File: src/rtl/pm_ctrl_pkg.sv
`default_nettype none
// ============================================================================
// Module      : pm_ctrl_pkg
// Description : Shared types, constants and helpers for the PM control island
//               clock-source select sequencer.
// Revision    : 1.0 - initial release
// ============================================================================
package pm_ctrl_pkg;

    // Widest select vector the sequencer supports; helpers return this width
    localparam int c_max_src = 16;

    // Default break-before-make timing
    localparam int c_gap_cyc_def    = 2;
    localparam int c_settle_cyc_def = 4;

    // Sequencer states, explicitly encoded
    typedef enum logic [1:0] {
        ST_IDLE   = 2'd0,
        ST_GAP    = 2'd1,
        ST_SETTLE = 2'd2
    } seq_state_t;

    // One-hot decode of idx into an n-wide field; out-of-range idx gives zero
    function automatic logic [c_max_src-1:0] onehot(input int unsigned idx,
                                                    input int unsigned n);
        logic [c_max_src-1:0] res;
        res = '0;
        for (int unsigned i = 0; i < c_max_src; i++) begin
            res[i] = (i == idx) && (idx < n);
        end
        return res;
    endfunction

endpackage
`default_nettype wire

File: src/rtl/pm_dn_counter.sv
`default_nettype none
// ============================================================================
// Module      : pm_dn_counter
// Description : Loadable saturating down-counter with a zero flag. Used for
//               both the gap and the settle intervals of the sequencer.
// Revision    : 1.0 - initial release
// ============================================================================
module pm_dn_counter #(
    parameter int W = 3
) (
    input  logic         clk,
    input  logic         rst,
    input  logic         i_load,
    input  logic [W-1:0] i_load_val,
    input  logic         i_dec,
    output logic         o_zero
);

    logic [W-1:0] r_count;

    // Load has priority; decrement holds at zero instead of wrapping
    always_ff @(posedge clk or posedge rst) begin
        if (rst) begin
            r_count <= '0;
        end else if (i_load) begin
            r_count <= i_load_val;
        end else if (i_dec && (r_count != '0)) begin
            r_count <= r_count - 1'b1;
        end
    end

    assign o_zero = (r_count == '0);

endmodule
`default_nettype wire

File: src/rtl/pm_clk_src_sel_seq.sv
`default_nettype none
// ============================================================================
// Module      : pm_clk_src_sel_seq
// Description : Break-before-make select sequencer for N-way clock/bus muxing.
//               On a switch request it gates all legs, waits GAP_CYC cycles,
//               selects the new leg, waits SETTLE_CYC cycles, then acks.
// Revision    : 1.0 - initial release
// ============================================================================
module pm_clk_src_sel_seq
    import pm_ctrl_pkg::*;
#(
    parameter  int N_SRC      = 4,
    parameter  int GAP_CYC    = c_gap_cyc_def,
    parameter  int SETTLE_CYC = c_settle_cyc_def,
    parameter  int RST_SRC    = 0,
    localparam int IDX_W      = $clog2(N_SRC)
) (
    input  logic             clk,
    input  logic             rst,
    input  logic             req_i,
    input  logic [IDX_W-1:0] req_src_i,
    output logic             busy_o,
    output logic             ack_o,
    output logic             err_o,
    output logic [IDX_W-1:0] cur_src_o,
    output logic [N_SRC-1:0] sel_oh_o
);

    localparam int c_cnt_max = (GAP_CYC > SETTLE_CYC) ? GAP_CYC : SETTLE_CYC;
    localparam int c_cnt_w   = $clog2(c_cnt_max + 1);

    localparam logic [c_cnt_w-1:0]   c_gap_load    = c_cnt_w'(GAP_CYC - 1);
    localparam logic [c_cnt_w-1:0]   c_settle_load = c_cnt_w'(SETTLE_CYC - 1);
    localparam logic [c_max_src-1:0] c_rst_oh_full = onehot(RST_SRC, N_SRC);
    localparam logic [N_SRC-1:0]     c_rst_oh      = c_rst_oh_full[N_SRC-1:0];
    localparam logic [IDX_W-1:0]     c_rst_idx     = IDX_W'(RST_SRC);

    // Reject illegal parameterisations at elaboration
    if ((N_SRC < 2) || (N_SRC > c_max_src) || (GAP_CYC < 1) ||
        (SETTLE_CYC < 1) || (RST_SRC < 0) || (RST_SRC >= N_SRC)) begin : g_bad_param
        $error("pm_clk_src_sel_seq: illegal parameter combination");
    end

    seq_state_t         r_state;
    logic [N_SRC-1:0]   r_sel_oh;
    logic [IDX_W-1:0]   r_cur_src;
    logic [IDX_W-1:0]   r_tgt;
    logic               r_busy;
    logic               r_ack;
    logic               r_err;

    logic               w_src_bad;
    logic               w_start;
    logic               w_cnt_zero;
    logic               w_cnt_load;
    logic               w_cnt_dec;
    logic [c_cnt_w-1:0] w_cnt_val;
    logic [c_max_src-1:0] w_tgt_oh_full;

    // Request classification; only meaningful while idle
    assign w_src_bad = (32'(req_src_i) >= N_SRC);
    assign w_start   = (r_state == ST_IDLE) && req_i && !w_src_bad &&
                       (req_src_i != r_cur_src);

    // Counter is loaded on entry to GAP and on the GAP->SETTLE hand-over
    assign w_cnt_load = w_start || ((r_state == ST_GAP) && w_cnt_zero);
    assign w_cnt_val  = (r_state == ST_IDLE) ? c_gap_load : c_settle_load;
    assign w_cnt_dec  = (r_state != ST_IDLE) && !w_cnt_zero;

    assign w_tgt_oh_full = onehot(32'(r_tgt), N_SRC);

    // Upper decode bits are structurally zero when fewer than 16 sources exist
    if (N_SRC < c_max_src) begin : g_oh_trim
        logic w_unused_oh_hi;
        assign w_unused_oh_hi = |w_tgt_oh_full[c_max_src-1:N_SRC];
    end

    pm_dn_counter #(
        .W (c_cnt_w)
    ) u_cnt (
        .clk        (clk),
        .rst        (rst),
        .i_load     (w_cnt_load),
        .i_load_val (w_cnt_val),
        .i_dec      (w_cnt_dec),
        .o_zero     (w_cnt_zero)
    );

    // Sequencer FSM with registered select, status and pulse outputs
    always_ff @(posedge clk or posedge rst) begin
        if (rst) begin
            r_state   <= ST_IDLE;
            r_sel_oh  <= c_rst_oh;
            r_cur_src <= c_rst_idx;
            r_tgt     <= c_rst_idx;
            r_busy    <= 1'b0;
            r_ack     <= 1'b0;
            r_err     <= 1'b0;
        end else begin
            r_ack <= 1'b0;
            r_err <= 1'b0;
            case (r_state)
                ST_IDLE: begin
                    if (req_i) begin
                        if (w_src_bad) begin
                            r_err <= 1'b1;
                        end else if (req_src_i == r_cur_src) begin
                            r_ack <= 1'b1;
                        end else begin
                            r_tgt    <= req_src_i;
                            r_sel_oh <= '0;
                            r_busy   <= 1'b1;
                            r_state  <= ST_GAP;
                        end
                    end
                end
                ST_GAP: begin
                    if (w_cnt_zero) begin
                        r_sel_oh  <= w_tgt_oh_full[N_SRC-1:0];
                        r_cur_src <= r_tgt;
                        r_state   <= ST_SETTLE;
                    end
                end
                ST_SETTLE: begin
                    if (w_cnt_zero) begin
                        r_busy  <= 1'b0;
                        r_ack   <= 1'b1;
                        r_state <= ST_IDLE;
                    end
                end
                default: begin
                    r_state <= ST_IDLE;
                end
            endcase
        end
    end

    assign busy_o    = r_busy;
    assign ack_o     = r_ack;
    assign err_o     = r_err;
    assign cur_src_o = r_cur_src;
    assign sel_oh_o  = r_sel_oh;

`ifndef SYNTHESIS
    a_sel_onehot0: assert property (@(posedge clk) disable iff (rst) $onehot0(r_sel_oh));
    a_ack_err_excl: assert property (@(posedge clk) disable iff (rst) !(r_ack && r_err));
`endif

endmodule
`default_nettype wire

File: config.mk
export PLATFORM = sky130hd
export DESIGN_NAME = pm_clk_src_sel_seq
export DESIGN_NICKNAME = d
export VERILOG_FILES = /design/src/rtl/pm_ctrl_pkg.sv /design/src/rtl/pm_dn_counter.sv /design/src/rtl/pm_clk_src_sel_seq.sv
export SDC_FILE = /design/constraint.sdc
export NUM_CORES = 1
export LEC_CHECK = 0
export ABC_AREA = 1
export CAP_MARGIN = 5
export CELL_PAD_IN_SITES_DETAIL_PLACEMENT = 0
export CELL_PAD_IN_SITES_GLOBAL_PLACEMENT = 2
export CORE_MARGIN = 4
export CORE_UTILIZATION = 25
export DETAILED_ROUTE_END_ITERATION = 7
export PLACE_DENSITY = 0.72
export REMOVE_ABC_BUFFERS = 1
export SLEW_MARGIN = 20
export SYNTH_ARGS = -nofsm -noshare
export SYNTH_HDL_FRONTEND = slang
export SYNTH_SLANG_ARGS = --single-unit
File: constraint.sdc
create_clock -name clk -period 1.45 [get_ports clk]
set_clock_uncertainty 0.1 [all_clocks]
set_input_delay 0.29 -clock clk [delete_from_list [all_inputs] [get_ports clk]]
set_output_delay 0.29 -clock clk [all_outputs]
set_load 0.02 [all_outputs]
==> summary.md, run 1 <==
| Metric | Value |
|---|---|
| Outcome | finished, final reports clean |
| Largest net degree at the start of global routing | 16 |
| Min Tclk post-route | 1.40 ns |
| Die area | 3990 sq um |
| Row cnt | 19 |
| Routed length per instance | 11.0 microns |
| Port buffer count | 12 |
| PnR Total Power | 2210 uW |
| Hold WC Path Type | input pin to async pin |
| DIE WIDTH | 63.2 microns |
| Post-synth EDFFs | 0 |
| Number of synthesized register bits | 15 |
| Starting density of the core | 0.269 |
| Crit path max fanout | 5 |
| Endpoints failing hold | 0 |
| Worst Setup Slack, final | 0.0496 ns |
| Num Clock Sinks | 15 |
| Clock Root Buffer | clkbuf_4 |
| Register area share after synthesis | 0.494 |
| Post-DP HPWL | 1280 microns |
| First-pass GRT wire length | 2890 microns |
| Critical Path End Type | register |
| Ys flop type | dfrtp_1 |
| Synth top area cells | dfrtp_1 46%, nand2_1 15%, inv_1 8.4%, nand3_1 4.6%, dfstp_2 3.4% |
| Yosys warning total | 0 |
| Initial DRT Pass Iterations | 4 |
| Synth-to-Final Area Change | 38.6% |
| Top cells by count, synth | 31 x nand2_1, 17 x inv_1, 14 x dfrtp_1, 7 x nand3_1, 6 x nor2_1 |
| # nets final | 130 |
| Initial antenna violation count | 0 |
| Leading area contributor after synthesis | dfrtp_1 |
| Final wirelength | 1690 microns |
| Die Height | 63.2 microns |
| Diodes inserted | 0 |
| Share of the synthesized area in the top cell type | 0.460 |
| Hold WS | 0.202 ns |
| Vias in the first global route | 676 |
| Post-synth ARST share | 1.00 |
| H-tree Lvls | 1 |
| Area of the multi-input gates | 354 sq um |
| Grt ovf | 0 |
| CTS Hold Buffers Added | 0 |
| Clk buf depth | 2 |
| Vias | 641 |
| DRC viols | 0 |
| Mapped Cells | 97 |
| Endpoints failing setup | 0 |
| Setup TNS | 0 ns |
| Fraction of layout cells with a size suffix above 1 | 0.270 |
| RSZ-0062 raised after global routing | yes |
| GRT Total Usage | 0.0905 |
| Critical path launch point type | register |
| Setup CP Type | register to register |
| Fillers | 314 |
| Fin crit share | 0.966 |
| Crit path DAT | 1.47 ns |
| CTS Buf Count | 3 |
| Mapped Area | 762 sq um |
| P per Cell Area | 2090 nW/um^2 |
| Netlist cell types | 21 |
| Clock Pin Slew Worst Setup and Hold Paths | 0.09 ns |
| Num ports | 14 |
| Most frequent cell after synthesis | nand2_1 |
| Syn avg cell area | 7.86 sq um |
| Clock latency on the worst-skew pair | 0.28 ns |
| Fmax | 714 MHz |
| Iteration-0 DRC Markers | 28 |
| Final ANT Viol Nets | 0 |
| Max cap viols | 0 |
| CTS tree | yes |
| Pleak | 0.000575 uW |
| Via density | 4.19 |
| Area of the core | 2830 sq um |
| Sequential Area | 377 sq um |
| Routability cong. | 0.750 |
| Worst VDD drop | 0.833 mV |
| Dpl ws | -0.236 ns |
| Worst EP required | 1.52 ns |
| Max Slew Vio Count | 0 |
[worst max-delay path: stages (launching register included)]
cell	delay [ns]
dfrtp_1	0.40
inv_2	0.08
ha_4	0.12
inv_2	0.04
nor2_4	0.18
nand2_4	0.09
buf_4	0.17
nand2_1	0.05
o21ai_1	0.06
[layer usage]
layer,global-route usage,share of wire,up-vias
met5,0,0,-
met4,0.0162,0,0
li1,-,-,341
met3,0.0480,0.065,0
met1,0.111,0.49,286
met2,0.142,0.45,14
[report_power, final]
part,switching [uW],total [uW],internal [uW]
clock,132,239,107
combinational,707,1240,531
sequential,138,732,594
[per-stage QoR]
step                      utilization  cells  cell area [sq um]
final                           0.373    153               1060
after global routing            0.373    153               1060
after CTS                       0.354    152               1000
after detailed placement        0.346    148                980
after global placement          0.346    148                980
after floorplan                     -     94                738
[cell type report]
cell class	instances	share of cell area
clock buffers	4	0.0249
inverters	17	0.0604
multi-input cells	62	0.335
flip-flops and latches	15	0.357
well taps	31	0.0367
repair buffers	24	0.186
[flip-flops by register name, summed over array words and instances (netlist names)]
register and flops:
sel_oh_o 4, r_state 2, busy_o 1, u_cnt.r_count 3, r_tgt 2, ack_o 1
cur_src_o 2
[logic make-up after synthesis]
family / after synthesis / synth area share
and+or+nand+nor: 53 / 0.304
other: 1 / 0.00492
AOI/OAI and AO/OA: 5 / 0.0378
buffers and inverters: 20 / 0.115
adders and majority gates: 2 / 0.0328
xor gates and xnor gates: 1 / 0.0115
DFF: 15 / 0.494
[final timing paths]
check | from | end | slack (ns) | cells past startpoint
worst max-delay path | u_cnt.r_count[0] | cur_src_o[0] | 0.05 | 8
worst min-delay path | rst | u_cnt.r_count[1] | 0.20 | 3
worst max register to register | u_cnt.r_count[0] | cur_src_o[0] | 0.05 | 8
worst min register to register | busy_o | busy_o | 0.39 | 2
max in group asynchronous | rst | sel_oh_o[0] | 0.80 | 3
min in group clk | busy_o | busy_o | 0.39 | 2
[layout by cell type, fill, tap and decap left out]
| master | instances |
|---|---|
| nand2_1 | 30 |
| inv_1 | 14 |
| dfrtp_1 | 14 |
| buf_4 | 10 |
| nand3_1 | 6 |
| dlygate4sd2_1 | 5 |
| nor2_1 | 4 |
| nor2_4 | 4 |
| nor3_1 | 4 |
| clkdlybuf4s50_1 | 4 |
| inv_2 | 3 |
| clkbuf_4 | 3 |
| o21ai_1 | 2 |
| o21ai_2 | 2 |
| clkbuf_2 | 2 |
| buf_6 | 2 |
| nand2_4 | 1 |
| xnor2_2 | 1 |
| nand2_2 | 1 |
| nand3b_1 | 1 |
| nand4_1 | 1 |
| nand3_2 | 1 |
| o21ai_0 | 1 |
| ha_4 | 1 |
| ha_1 | 1 |
| conb_1 | 1 |
| clkbuf_1 | 1 |
| buf_2 | 1 |
| dfstp_2 | 1 |
[timing repair]
| action | in CTS | in global routing |
|---|---|---|
| cloned | 0 | 0 |
| setup endpoints to repair | 15 | 13 |
| gates resized for setup | 14 | 19 |
| hold endpoints to repair | 0 | 0 |
| pin swaps | 0 | 3 |
| setup buffers | 0 | 1 |
Note: power is estimated with default switching activity, not from simulation.
==> run 2, diff against run 1 <==
- ABC_AREA: 1 -> not set
- CORE_UTILIZATION: 25 -> 28
- CTS_CLUSTER_DIAMETER: not set -> 150
- PLACE_DENSITY: 0.72 -> 0.73
==> summary.md, run 2 <==
| Metric | Value |
|---|---|
| Most frequent cell after synthesis | dfrtp_1 |
| Post-route cell area | 1160 sq um (+10%) |
| Outcome | complete, but fails checks |
| Max cap viols | 0 (unchanged) |
| Largest net degree at the start of global routing | 16 (unchanged) |
| Critical path launch point type | register |
| H-tree Lvls | 1 (unchanged) |
| CTS tree | yes |
| Leading area contributor after synthesis | dfrtp_1 |
| Endpoints failing hold | 0 (unchanged) |
| Final ANT Viol Nets | 0 (unchanged) |
| Iteration-0 DRC Markers | 3 (-89%) |
| Sequential Area | 377 sq um (unchanged) |
| DRC viols | 0 (unchanged) |
| Min Tclk post-route | 1.51 ns (+0.113 ns) |
| Reg2reg path depth | 5 (-3) |
| Initial DRT Pass Iterations | 4 (unchanged) |
| Crit path max fanout | 3 (-2) |
| Area of the core | 2500 sq um (-12%) |
| Worst VDD drop | 1.02 mV (+22%) |
| # nets final | 112 (-14%) |
| Most frequent cells in the layout | 17 x buf_4, 14 x dfrtp_1, 8 x nand2_1, 7 x dlygate4sd2_1 |
| Grt ovf | 0 (unchanged) |
| Area of the multi-input gates | 440 sq um (+24%) |
| Num Clock Sinks | 15 (unchanged) |
| Crit path DAT | 1.59 ns (+0.12 ns) |
| Max Slew Vio Count | 0 (unchanged) |
| RSZ-0062 raised after global routing | yes |
| GRT Total Usage | 0.116 (+0.0251) |
| Setup CP Type | register to register |
| Worst Setup Slack, final | -0.0633 ns (-0.113 ns) |
| Mapped Area | 746 sq um (-2.1%) |
| Vias | 634 (-1.1%) |
| Number of synthesized register bits | 15 (unchanged) |
| FF-to-FF End | r_tgt[0] |
| First-pass GRT wire length | 3040 microns (+5.2%) |
| Port buffer count | 12 (unchanged) |
| Clock Root Buffer | clkbuf_4 |
| Row cnt | 18 (-1) |
| DIE WIDTH | 59.6 microns (-5.7%) |
| Final wirelength | 1790 microns (+6.2%) |
| Post-DP HPWL | 1160 microns (-9.5%) |
| Clock latency on the worst-skew pair | 0.28 ns (about the same) |
| Vias in the first global route | 673 (-0.44%) |
| Clk buf depth | 2 (unchanged) |
| Routability cong. | 0.716 (-4.5%) |
| Placed Area | 978 sq um (-0.13%) |
| Max FFs per register | 4 (unchanged) |
| PnR Total Power | 2630 uW (+19%) |
| Fin crit share | 1.04 (+0.0778) |
| Worst r2r src | cur_src_o[0] |
| Yosys warning total | 0 (unchanged) |
| Post-synth ARST share | 1.00 (unchanged) |
| Starting density of the core | 0.298 (+0.0289) |
| Fillers | 238 (-24%) |
| Critical Path End Type | register |
| Netlist cell types | 27 (+29%) |
| Post-synth EDFFs | 0 (unchanged) |
| Syn avg cell area | 10.5 sq um (+34%) |
| Most common cell after layout, fill and taps aside | buf_4 |
| CTS Hold Buffers Added | 0 (unchanged) |
| P per Cell Area | 2260 nW/um^2 (+8.2%) |
| Initial antenna violation count | 0 (unchanged) |
| Die area | 3550 sq um (-11%) |
| Routed length per instance | 13.4 microns (+21%) |
| Failing checks | negative setup slack |
| Synth top area cells | dfrtp_1 47%, o32ai_1 4.7%, mux2_4 4.0%, nand2_1 4.0%, dfstp_2 3.5% |
| Via density | 4.73 (+13%) |
| Hold WC Path Type | input pin to async pin |
| Synth-to-Final Area Change | 55.7% |
| Worst EP required | 1.53 ns (about the same) |
| Register area share after synthesis | 0.505 (+0.0108) |
| Num ports | 14 (unchanged) |
| Share of the synthesized area in the top cell type | 0.470 (+0.0100) |
| Pleak | 0.000555 uW (-3.5%) |
| Die Height | 59.6 microns (-5.7%) |
| Top cells by count, synth | 14 x dfrtp_1, 8 x nand2_1, 6 x inv_1, 5 x o21ai_0 |
| Ys flop type | dfrtp_1 |
| Clock Pin Slew Worst Setup and Hold Paths | 0.09 ns (about the same) |
| Fraction of layout cells with a size suffix above 1 | 0.481 (+0.210) |
| Fmax | 661 MHz (-7.5%) |
| Diodes inserted | 0 (unchanged) |
| Mapped Cells | 71 (-27%) |
| FF-to-FF setup slack | -0.06 ns (-0.11 ns) |
| CTS Buf Count | 3 (unchanged) |
| Endpoints failing setup | 3 (+3) |
run 2: changes by cell type in the layout (fill, tap and decap cells not counted), sizes merged, moves of 3 or more:
cell,before,now
nand2,32,8
buf,13,22
nor2,8,4
nand3,7,2
or3,0,3
o32ai,0,4
inv,17,6
run 2: cell type report:
| type | instances | share of cell area |
|---|---|---|
| multi-input combinational | 47 | 0.379 |
| timing repair buffer | 32 | 0.222 |
| inverter | 6 | 0.0194 |
| sequential | 15 | 0.324 |
| tap | 30 | 0.0323 |
| clock buffer | 4 | 0.0226 |
run 2: worst max-delay path: stages (launching register included):
cell and delay (ns):
dfrtp_1 0.42, xor2_2 0.20, o21ai_2 0.10, nor3_4 0.16, buf_6 0.14, mux2_4 0.29
run 2: how the worst max path moves through the flow:
stage,cells past startpoint,endpoint,from,slack [ns]
2_1_floorplan,4,r_tgt[0],cur_src_o[1],-0.17
3_3_place_gp,5,r_tgt[0],req_src_i[1],-0.50
3_5_place_dp,5,r_tgt[1],req_src_i[1],-0.53
4_1_cts,5,r_tgt[1],cur_src_o[1],-0.09
5_1_grt,5,r_tgt[0],cur_src_o[0],-0.13
6_report,5,r_tgt[0],cur_src_o[0],-0.06
run 2: kinds of logic after synthesis:
kind of cell    count (synthesis)  synth area share
buf+inv                        10            0.0604
simple gates                   23             0.181
other cells                     1           0.00503
flops                          15             0.505
compound gates                 15             0.139
fa+ha+maj                       2            0.0336
mux                             2            0.0403
xor+xnor                        3            0.0352
run 2: repair_timing:
action / CTS / global route
gates cloned: 1 / 0
endpoints found under the hold margin: 0 / 0
setup buffers: 5 / 2
resized for setup: 28 / 14
pin swaps: 4 / 8
endpoints found under the setup margin: 21 / 13
run 2: layer usage:
layer / wire length, microns / up-vias / share of wire / GRT usage
met3: 57 / 4 / 0.032 / 0.0131
met1: 785 / 308 / 0.44 / 0.144
met5: 0 / - / 0 / 0
met2: 912 / 13 / 0.51 / 0.197
met4: 35 / 0 / 0.020 / 0.0570
li1: - / 309 / - / -
run 2: where the power goes:
part / switching [uW] / total (uW) / internal [uW]
Sequential: 165 / 785 / 621
Combinational: 791 / 1600 / 813
Clock: 133 / 240 / 107
run 2: per-stage QoR:
stage / util / worst slack (ns) / setup TNS, ns / cells / hold WS [ns]
after floorplan: - / -0.171 / -0.374 / 67 / 0.0908
after global placement: 0.391 / -0.498 / -4.43 / 122 / 0.368
after detailed placement: 0.391 / -0.527 / -4.61 / 122 / 0.373
after CTS: 0.436 / -0.0917 / -0.232 / 132 / 0.198
after global routing: 0.464 / -0.125 / -0.577 / 134 / 0.223
final: 0.464 / -0.0633 / -0.115 / 134 / 0.202
==> run 3, diff against run 2 <==
- CORE_UTILIZATION: 28 -> 33
- DONT_BUFFER_PORTS: not set -> 1
- PLACE_DENSITY: 0.73 -> not set
- PLACE_DENSITY_LB_ADDON: not set -> 0.1
==> summary.md, run 3 (synthesis results as in run 2) <==
| Metric | Value |
|---|---|
| # nets final | 96 (-14%) |
| Largest net degree at the start of global routing | 16 (unchanged) |
| GRT Total Usage | 0.114 (-0.00142) |
| Die area | 3080 sq um (-13%) |
| Initial antenna violation count | 0 (unchanged) |
| Crit path max fanout | 8 (+5) |
| Post-route cell area | 996 sq um (-14%) |
| Port buffer count | 0 (-12) |
| Worst EP required | 1.53 ns (about the same) |
| Crit path from | cur_src_o[1] |
| Min Tclk post-route | 1.44 ns (-0.0771 ns) |
| Clock Pin Slew Worst Setup and Hold Paths | 0.09 ns (about the same) |
| Row cnt | 16 (-2) |
| Post-route core utilization | 0.483 (+0.0185) |
| Iteration-0 DRC Markers | 2 (-1) |
| Diodes inserted | 0 (unchanged) |
| PnR Total Power | 2340 uW (-11%) |
| Routed length per instance | 15.3 microns (+15%) |
| Reg2reg path depth | 5 (unchanged) |
| Pleak | 0.000452 uW (-18%) |
| Endpoints failing setup | 0 (-3) |
| Initial DRT Pass Iterations | 4 (unchanged) |
| FF-to-FF setup slack | 0.01 ns (+0.08 ns) |
| Clock Root Buffer | clkbuf_4 |
| Fin crit share | 0.990 (-0.0532) |
| Vias | 570 (-10%) |
| Num Clock Sinks | 15 (unchanged) |
| Final wirelength | 1760 microns (-1.6%) |
| Routability cong. | 0.772 (+7.7%) |
| Fillers | 194 (-18%) |
| FF-to-FF End | r_state[0] |
| Most frequent cells in the layout | 14 x dfrtp_1, 14 x buf_4, 8 x nand2_1, 4 x inv_1, 4 x nor2_1 |
| CTS tree | yes |
| Setup CP Type | register to register |
| Die Height | 55.5 microns (-6.8%) |
| Num ports | 14 (unchanged) |
| Endpoints failing hold | 0 (unchanged) |
| Starting density of the core | 0.362 (+0.0634) |
| Grt ovf | 0 (unchanged) |
| Worst VDD drop | 1.11 mV (+8.8%) |
| Clk buf depth | 2 (unchanged) |
| First-pass GRT wire length | 2650 microns (-13%) |
| H-tree Lvls | 1 (unchanged) |
| DRC viols | 0 (unchanged) |
| P per Cell Area | 2350 nW/um^2 (+3.9%) |
| CTS Buf Count | 3 (unchanged) |
| Fraction of layout cells with a size suffix above 1 | 0.398 (-0.0830) |
| Hold WC Path Type | input pin to register |
| Clock latency on the worst-skew pair | 0.29 ns (about the same) |
| Worst Setup EP | r_state[0] |
| Worst r2r src | cur_src_o[1] |
| Max Slew Vio Count | 0 (unchanged) |
| Vias in the first global route | 506 (-25%) |
| Via density | 4.96 (+4.8%) |
| Placed Area | 855 sq um (-13%) |
| Crit path DAT | 1.51 ns (-0.08 ns) |
| Outcome | finished, final reports clean |
| Max FFs per register | 4 (unchanged) |
| Hold WS | 0.0426 ns (-0.160 ns) |
| Synth-to-Final Area Change | 33.6% |
| Max cap viols | 0 (unchanged) |
| Critical path launch point type | register |
| DIE WIDTH | 55.5 microns (-6.8%) |
| Final ANT Viol Nets | 0 (unchanged) |
| Post-DP HPWL | 1130 microns (-2.5%) |
| Critical Path End Type | register |
| Area of the core | 2060 sq um (-18%) |
| RSZ-0062 raised after global routing | yes |
| Fmax | 696 MHz (+5.4%) |
-- run 3: cell type report --
| cell class | instances | area (sq um) | share of cell area |
|---|---|---|---|
| Clock buffer | 4 | 26.3 | 0.0264 |
| Inverter | 6 | 22.5 | 0.0226 |
| Multi-Input combinational cell | 47 | 410 | 0.412 |
| Sequential cell | 15 | 377 | 0.378 |
| Tap cell | 27 | 33.8 | 0.0339 |
| Timing Repair Buffer | 16 | 126 | 0.127 |
-- run 3: worst min-delay path by stage --
stage,start,endpoint,slack [ns],depth (start not counted)
after floorplan,rst,ack_o,0.09,1
after global placement,rst,u_cnt.r_count[2],0.10,2
after detailed placement,rst,u_cnt.r_count[2],0.10,2
after CTS,req_src_i[0],r_tgt[0],0.03,1
after global routing,req_src_i[0],r_tgt[0],0.01,1
final,req_src_i[0],r_tgt[0],0.04,1
-- run 3: metrics by stage --
step,setup TNS (ns),setup WS (ns),std cells
after floorplan,-0.374,-0.171,67
after global placement,0,0.00992,107
after detailed placement,0,0.00168,107
after CTS,-0.0926,-0.0265,112
after global routing,-0.263,-0.0546,115
final,0,0.0138,115
-- run 3: timing repair --
action | in CTS | in global routing
hold endpoints to repair | 14 | 0
gates resized for setup | 0 | 15
hold buffers | 1 | 0
cloned | 0 | 1
buffers inserted | 0 | 2
pin swaps | 1 | 1
setup endpoints to repair | 5 | 15
-- run 3: critical path, cell delays in order, from the launching register on --
cell and delay, ns:
dfrtp_1 0.42, xor2_2 0.17, o21ai_2 0.21, nor3_4 0.07
buf_6 0.16, a31o_4 0.20
-- run 3: where the power goes --
group	switching, uW	internal (uW)	leakage [uW]
Clock	133	107	0.0000150
Combinational	565	608	0.000253
Sequential	309	621	0.000184
Total	1010	1340	0.000452
-- run 3: layer usage --
metal	vias to the layer above	global-route usage	share of wire
met4	0	0.0521	0.014
li1	276	-	-
met3	5	0.0559	0.062
met1	275	0.149	0.47
met2	14	0.157	0.45
met5	-	0	0
